==> config.mk <==
export PLATFORM = sky130hd
export DESIGN_NAME = mem_arbiter
export DESIGN_NICKNAME = d
export VERILOG_FILES = /design/src/rtl/mem_arbiter.sv
export SDC_FILE = /design/constraint.sdc
export NUM_CORES = 1
export LEC_CHECK = 0
export ABC_CLOCK_PERIOD_IN_PS = 2350
export CORE_MARGIN = 3
export CORE_UTILIZATION = 38
export CTS_CLUSTER_DIAMETER = 40
export CTS_CLUSTER_SIZE = 28
export DETAILED_ROUTE_END_ITERATION = 10
export HOLD_SLACK_MARGIN = 0.05
export PLACE_DENSITY = 0.87
export SETUP_SLACK_MARGIN = 0.05
export SLEW_MARGIN = 20
export SYNTH_ARGS = -nofsm -noshare
export SYNTH_HDL_FRONTEND = slang
export SYNTH_SLANG_ARGS = --single-unit
==> constraint.sdc <==
create_clock -name clk -period 2.35 [get_ports clk]
set_input_delay 0.47 -clock clk [delete_from_list [all_inputs] [get_ports clk]]
set_output_delay 0.47 -clock clk [all_outputs]
set_load 0.02 [all_outputs]
==> src/rtl/mem_arbiter.sv <==
// ---------------------------------------------------------------------------
// mem_arbiter
//
// Shares one memory port between NUM_CONSUMERS load/store units. Requests
// are granted round-robin, starting at the consumer after the one that was
// served last. Only one memory transaction is in flight at a time. When a
// consumer has both a read and a write pending, its read goes first. Every
// output comes straight from a flop.
//
// Ports:
//   clk, reset                 clock, asynchronous active-high reset
//   consumer_read_valid        per-consumer read request
//   consumer_read_addr         per-consumer read address, packed (i*ADDR_BITS)
//   consumer_read_ready        per-consumer read completion, held until valid drops
//   consumer_read_data         per-consumer captured read data, packed (i*DATA_BITS)
//   consumer_write_valid       per-consumer write request
//   consumer_write_addr        per-consumer write address, packed
//   consumer_write_data        per-consumer write data, packed
//   consumer_write_ready       per-consumer write completion, held until valid drops
//   mem_read_valid/addr        read request to memory
//   mem_read_ready/data        memory read acknowledge and returned data
//   mem_write_valid/addr/data  write request to memory
//   mem_write_ready            memory write acknowledge
//   busy                       high whenever a grant is in progress
// ---------------------------------------------------------------------------
module mem_arbiter #(
   parameter int NUM_CONSUMERS = 4,
   parameter int ADDR_BITS     = 8,
   parameter int DATA_BITS     = 8
) (
   input  logic                               clk,
   input  logic                               reset,

   input  logic [NUM_CONSUMERS-1:0]           consumer_read_valid,
   input  logic [NUM_CONSUMERS*ADDR_BITS-1:0] consumer_read_addr,
   output logic [NUM_CONSUMERS-1:0]           consumer_read_ready,
   output logic [NUM_CONSUMERS*DATA_BITS-1:0] consumer_read_data,

   input  logic [NUM_CONSUMERS-1:0]           consumer_write_valid,
   input  logic [NUM_CONSUMERS*ADDR_BITS-1:0] consumer_write_addr,
   input  logic [NUM_CONSUMERS*DATA_BITS-1:0] consumer_write_data,
   output logic [NUM_CONSUMERS-1:0]           consumer_write_ready,

   output logic                               mem_read_valid,
   output logic [ADDR_BITS-1:0]               mem_read_addr,
   input  logic                               mem_read_ready,
   input  logic [DATA_BITS-1:0]               mem_read_data,

   output logic                               mem_write_valid,
   output logic [ADDR_BITS-1:0]               mem_write_addr,
   output logic [DATA_BITS-1:0]               mem_write_data,
   input  logic                               mem_write_ready,

   output logic                               busy
);

   localparam int PTR_BITS = (NUM_CONSUMERS > 1) ? $clog2(NUM_CONSUMERS) : 1;
   localparam logic [PTR_BITS-1:0] LAST_IDX = PTR_BITS'(NUM_CONSUMERS - 1);

   typedef enum logic [1:0] {
      IDLE,
      READ_WAIT,
      WRITE_WAIT,
      RELAY
   } state_t;

   state_t              state;
   logic [PTR_BITS-1:0] rr_ptr;
   logic [PTR_BITS-1:0] grant_idx;
   logic                grant_is_read;

   logic                grant_found;
   logic [PTR_BITS-1:0] grant_sel;
   logic                relay_done;

   logic [ADDR_BITS-1:0] rd_addr_arr  [NUM_CONSUMERS];
   logic [ADDR_BITS-1:0] wr_addr_arr  [NUM_CONSUMERS];
   logic [DATA_BITS-1:0] wr_data_arr  [NUM_CONSUMERS];
   logic [DATA_BITS-1:0] read_data_q  [NUM_CONSUMERS];

   // Split the flat per-consumer buses into arrays, and pack the captured
   // read data back out. The per-consumer read data lives in read_data_q,
   // so the packed output is still a flop output.
   for (genvar g = 0; g < NUM_CONSUMERS; g++) begin : g_slices
      assign rd_addr_arr[g] = consumer_read_addr[g*ADDR_BITS +: ADDR_BITS];
      assign wr_addr_arr[g] = consumer_write_addr[g*ADDR_BITS +: ADDR_BITS];
      assign wr_data_arr[g] = consumer_write_data[g*DATA_BITS +: DATA_BITS];
      assign consumer_read_data[g*DATA_BITS +: DATA_BITS] = read_data_q[g];
   end

   // Round-robin search. It starts at rr_ptr and wraps around, so the
   // consumer just served is checked last. The index is reduced by
   // subtraction rather than by a bit mask, so consumer counts that are not
   // a power of two also work.
   always_comb begin
      int                  idx;
      logic [PTR_BITS-1:0] cand;
      grant_found = 1'b0;
      grant_sel   = '0;
      idx         = 0;
      cand        = '0;
      for (int k = 0; k < NUM_CONSUMERS; k++) begin
         idx = int'(rr_ptr) + k;
         if (idx >= NUM_CONSUMERS) begin
            idx = idx - NUM_CONSUMERS;
         end
         cand = PTR_BITS'(idx);
         if (!grant_found && (consumer_read_valid[cand] || consumer_write_valid[cand])) begin
            grant_found = 1'b1;
            grant_sel   = cand;
         end
      end
   end

   // The relay phase ends once the granted consumer has dropped the valid
   // for the kind of request it was served on. Its other valid may still be
   // high, and that request waits for a later grant.
   always_comb begin
      relay_done = 1'b0;
      if (grant_is_read) begin
         relay_done = !consumer_read_valid[grant_idx];
      end else begin
         relay_done = !consumer_write_valid[grant_idx];
      end
   end

   // Main controller. A grant, or a memory acknowledge, moves the FSM and
   // updates every affected output on the same edge. The request fields and
   // the mem_*_valid outputs are loaded only when a grant is made. Nothing
   // in the wait states changes them, so they stay stable however long the
   // memory stalls and whatever the consumer does with its valid. A memory
   // ready is only examined in its matching wait state, so a stray
   // acknowledge in any other state has no effect.
   always_ff @(posedge clk or posedge reset) begin
      if (reset) begin
         state                <= IDLE;
         rr_ptr               <= '0;
         grant_idx            <= '0;
         grant_is_read        <= 1'b0;
         busy                 <= 1'b0;
         mem_read_valid       <= 1'b0;
         mem_read_addr        <= '0;
         mem_write_valid      <= 1'b0;
         mem_write_addr       <= '0;
         mem_write_data       <= '0;
         consumer_read_ready  <= '0;
         consumer_write_ready <= '0;
         for (int i = 0; i < NUM_CONSUMERS; i++) begin
            read_data_q[i] <= '0;
         end
      end else begin
         case (state)
            IDLE: begin
               if (grant_found) begin
                  grant_idx <= grant_sel;
                  busy      <= 1'b1;
                  if (consumer_read_valid[grant_sel]) begin
                     grant_is_read  <= 1'b1;
                     mem_read_addr  <= rd_addr_arr[grant_sel];
                     mem_read_valid <= 1'b1;
                     state          <= READ_WAIT;
                  end else begin
                     grant_is_read   <= 1'b0;
                     mem_write_addr  <= wr_addr_arr[grant_sel];
                     mem_write_data  <= wr_data_arr[grant_sel];
                     mem_write_valid <= 1'b1;
                     state           <= WRITE_WAIT;
                  end
               end
            end

            READ_WAIT: begin
               if (mem_read_ready) begin
                  mem_read_valid                 <= 1'b0;
                  read_data_q[grant_idx]         <= mem_read_data;
                  consumer_read_ready[grant_idx] <= 1'b1;
                  state                          <= RELAY;
               end
            end

            WRITE_WAIT: begin
               if (mem_write_ready) begin
                  mem_write_valid                 <= 1'b0;
                  consumer_write_ready[grant_idx] <= 1'b1;
                  state                           <= RELAY;
               end
            end

            RELAY: begin
               if (relay_done) begin
                  consumer_read_ready  <= '0;
                  consumer_write_ready <= '0;
                  rr_ptr               <= (grant_idx == LAST_IDX) ? '0 : grant_idx + 1'b1;
                  busy                 <= 1'b0;
                  state                <= IDLE;
               end
            end

            default: begin
               state <= IDLE;
            end
         endcase
      end
   end

endmodule

==> impl_metrics.csv <==
group,metric,value,unit
outcome,status,"complete, no violations",
synth,ys_top_cells_by_area,"dfrtp_1 (46%), mux2_2 (11%), a21oi_1 (6.6%), mux2_4 (6.3%), nand2_1 (6.0%)",
synth,yosysWarnings,0,
global_routing,grt_max_degree,50,
setup_path,slowest_delay,0.38,ns
floorplanning,die_area,0.0119,mm^2
detailed_routing,num_vias,3991,
floorplanning,ios,183,
timing,fin_crit,2.30,ns
global_routing,grt_pass1_vias,4276,
timing,worst_slew_pin_slew,0.872,ns
timing,min_period_over_period,0.977,
clock_network,clock_latency,0.37,ns
global_routing,overflow,0,
finish,drive_gt1_frac,0.238,
clock_network,clk_path_buf_depth,2,
finish,postLayoutCellArea,0.00662,mm^2
detailed_routing,drt-vias-per-instance,5.41,
timing,rsz0062_at_grt,"yes",
synth,post-synth-top-area-cell,"dfrtp_1",
clock_network,clockRootBuffer,"clkbuf_8",
power,p_leak,2.90,nW
detailed_routing,drc,0,
global_routing,antenna_found_initial,0,
placed_design,post-dp-hpwl,10.7,mm
placed_design,routabilityCongestion,0.914,
clock_network,cts_tree,"done",
timing,setup_violations,0,
floorplanning,start_util,0.401,
detailed_routing,initialDrtViolationCount,210,
finish,final_cell_mix,"clkdlybuf4s50_1 (174), dfrtp_1 (73), nand2_1 (63)",
setup_path,crit_top_cell,"buf_6",
setup_path,worstPathCellList,"buf_2 -> buf_4 -> o32a_1 -> o2111a_1 -> a221o_1 -> buf_6 -> a21oi_4 -> buf_6 -> buf_16 -> mux2_4",
setup_path,critical_path.max_fanout,8,
setup_path,path_delay_family,"compound AO/OA/AOI/OAI gates",
power,peakVddDrop,0.823,mV
placed_design,dp.cells,714,
synth,synth_top_area_frac,0.459,
timing,final_hold_viol_count,0,
synth,synthFlopType,"dfrtp_1",
floorplanning,die_height,109,um
placed_design,numPortBuffers,182,
synth,synthCells,385,
setup_path,cp_slowest_cell,"o32a_1",
synth,synth_edf_count,0,
power,p_per_area,1320,mW/mm^2
global_routing,grt_pass1_wl,22.2,mm
setup_path,path_class,"in -> reg",
detailed_routing,wire_per_inst,19.3,um
synth,ys_types,47,
min_path,min_path_type,"reg -> reg",
timing,fin_worst_skew,0.00875,ns
setup_path,worstPathArrival,2.55,ns
setup_path,endpoint_kind,"register",
global_routing,grtUsageTotal,0.246,
setup_path,required,2.61,ns
clock_network,clock-sinks,74,
clock_network,cts.clk_slew.worst_paths,0.08,ns
finish,final_common_cell,"clkdlybuf4s50_1",
finish,fin_nets,724,
setup_path,crit_buf_inv,5,
synth,avgSynthCellArea,10.5,um^2
floorplanning,core,0.0100,mm^2
timing,slew-limit-headroom,0.417,
setup_path,startpoint_type,"input port",
timing,fmax,435,MHz
run,drv_cap,0,
placed_design,dpl_cell_area,0.00627,mm^2
finish,post_layout_nonfiller_instances,738,
synth,synth-seq-cells,74,
synth,syn-cell-area,0.00403,mm^2
finish,area_growth,64.4,%
clock_network,cts_max_level,3,
detailed_routing,drtAntennaViolNets,0,
timing,tns,0,ns
detailed_routing,firstDrtPassIters,5,
synth,synth_nets,509,
synth,async_flop_share,1.00,
detailed_routing,wl,14.2,mm
finish,diodes,0,
synth,seq_area_frac_synth,0.459,
power,finalPower,8.75,mW
floorplanning,core.rowCount,36,
finish,utilization,0.659,
floorplanning,die_w,109,um
clock_network,cts_made_buffers,9,
timing,slew_viol_final,0,
==> logic make-up after synthesis <==
kind of cell,Yosys count,share of synthesized area
multiplexers,60,0.189
AND/OR/NAND/NOR,92,0.0984
adder cells (fa/ha/maj),8,0.0248
AO/OA/AOI/OAI,115,0.189
buffers and inverters,36,0.0397
flip-flops,74,0.459
==> per-layer routing <==
metal,GRT usage,part of all wire,vias to the layer above
li1,-,-,1823
met1,0.273,0.36,1981
met2,0.436,0.54,148
met3,0.0758,0.060,39
met4,0.102,0.032,0
met5,0,0,-
==> per-stage QoR <==
step                      setup WS [ns]  hold WS [ns]
after floorplan                 -0.0946         0.472
after global placement           -0.674         0.489
after detailed placement         -0.722         0.492
after CTS                       -0.0392         0.512
after global routing             0.0161         0.529
final                            0.0529         0.509
==> worst paths after layout <==
path,start,depth (start not counted),slack [ns],endpoint
setup reg to reg,rr_ptr[0],9,0.10,mem_write_data[5]
setup / recovery,consumer_read_valid[3],10,0.05,mem_write_data[5]
hold reg to reg,consumer_read_data[1],1,0.51,consumer_read_data[1]
min in group asynchronous,reset,2,0.52,mem_write_data[3]
max in group asynchronous,reset,3,1.24,consumer_read_data[26]
hold / removal,consumer_read_data[1],1,0.51,consumer_read_data[1]
==> layout make-up <==
| class | instances | area, um^2 |
|---|---|---|
| clock inverters | 7 | 53.8 |
| repair buffers | 226 | 2210 |
| fillers | 768 | 3420 |
| multi-input cells | 275 | 2160 |
| inverters | 14 | 56.3 |
| well taps | 133 | 166 |
| clock buffers | 9 | 124 |
| flip-flops and latches | 74 | 1850 |
==> worst register-to-register path, stage by stage, from the launching register on <==
cell and delay, ns:
dfrtp_1 0.43, o21ba_4 0.26, a2111oi_4 0.04, a41o_1 0.24, a221o_1 0.31, buf_6 0.14
a21oi_4 0.17, buf_6 0.14, buf_16 0.13, mux2_4 0.30
==> state kept, by name (all words and copies together), names as in the netlist <==
register	flops
busy	1
consumer_read_data	32
consumer_read_ready	4
consumer_write_ready	4
grant_idx	2
grant_is_read	1
mem_read_addr	8
mem_read_valid	1
mem_write_addr	8
mem_write_data	8
mem_write_valid	1
rr_ptr	2
state	2
==> synth_stat cells (all sizes together) (2+ instances only) <==
| master | count |
|---|---|
| a21o | 3 |
| a22o | 4 |
| clkbuf | 17 |
| inv | 14 |
| nor2 | 9 |
| nand3b | 3 |
| o21ai | 8 |
| o22ai | 3 |
| a22oi | 24 |
| dfrtp | 74 |
| ha | 8 |
| buf | 5 |
| nand3 | 4 |
| a31oi | 2 |
| nor4 | 2 |
| mux2 | 57 |
| nand2b | 3 |
| mux4 | 2 |
| o2111ai | 2 |
| nand2 | 64 |
| a21oi | 54 |
| and2 | 2 |
| and3 | 2 |
| a221o | 2 |
==> repair_timing <==
action | 4_1_cts | 5_1_grt
hold endpoints to repair | 0 | 0
hold buffers | 0 | 0
resized for setup | 40 | 15
setup endpoints to repair | 30 | 24
cloned | 2 | 0
buffers inserted | 6 | 1
pin swaps | 5 | 9
==> report_power, final <==
part / internal [mW] / total (mW) / leakage [nW] / switching [mW]
Clock: 0.390 / 0.921 / 0.0822 / 0.532
Combinational: 2.81 / 5.50 / 1.90 / 2.69
Sequential: 1.89 / 2.34 / 0.914 / 0.443
Total: 5.09 / 8.75 / 2.90 / 3.66
Power figures use the tool's default switching activity.
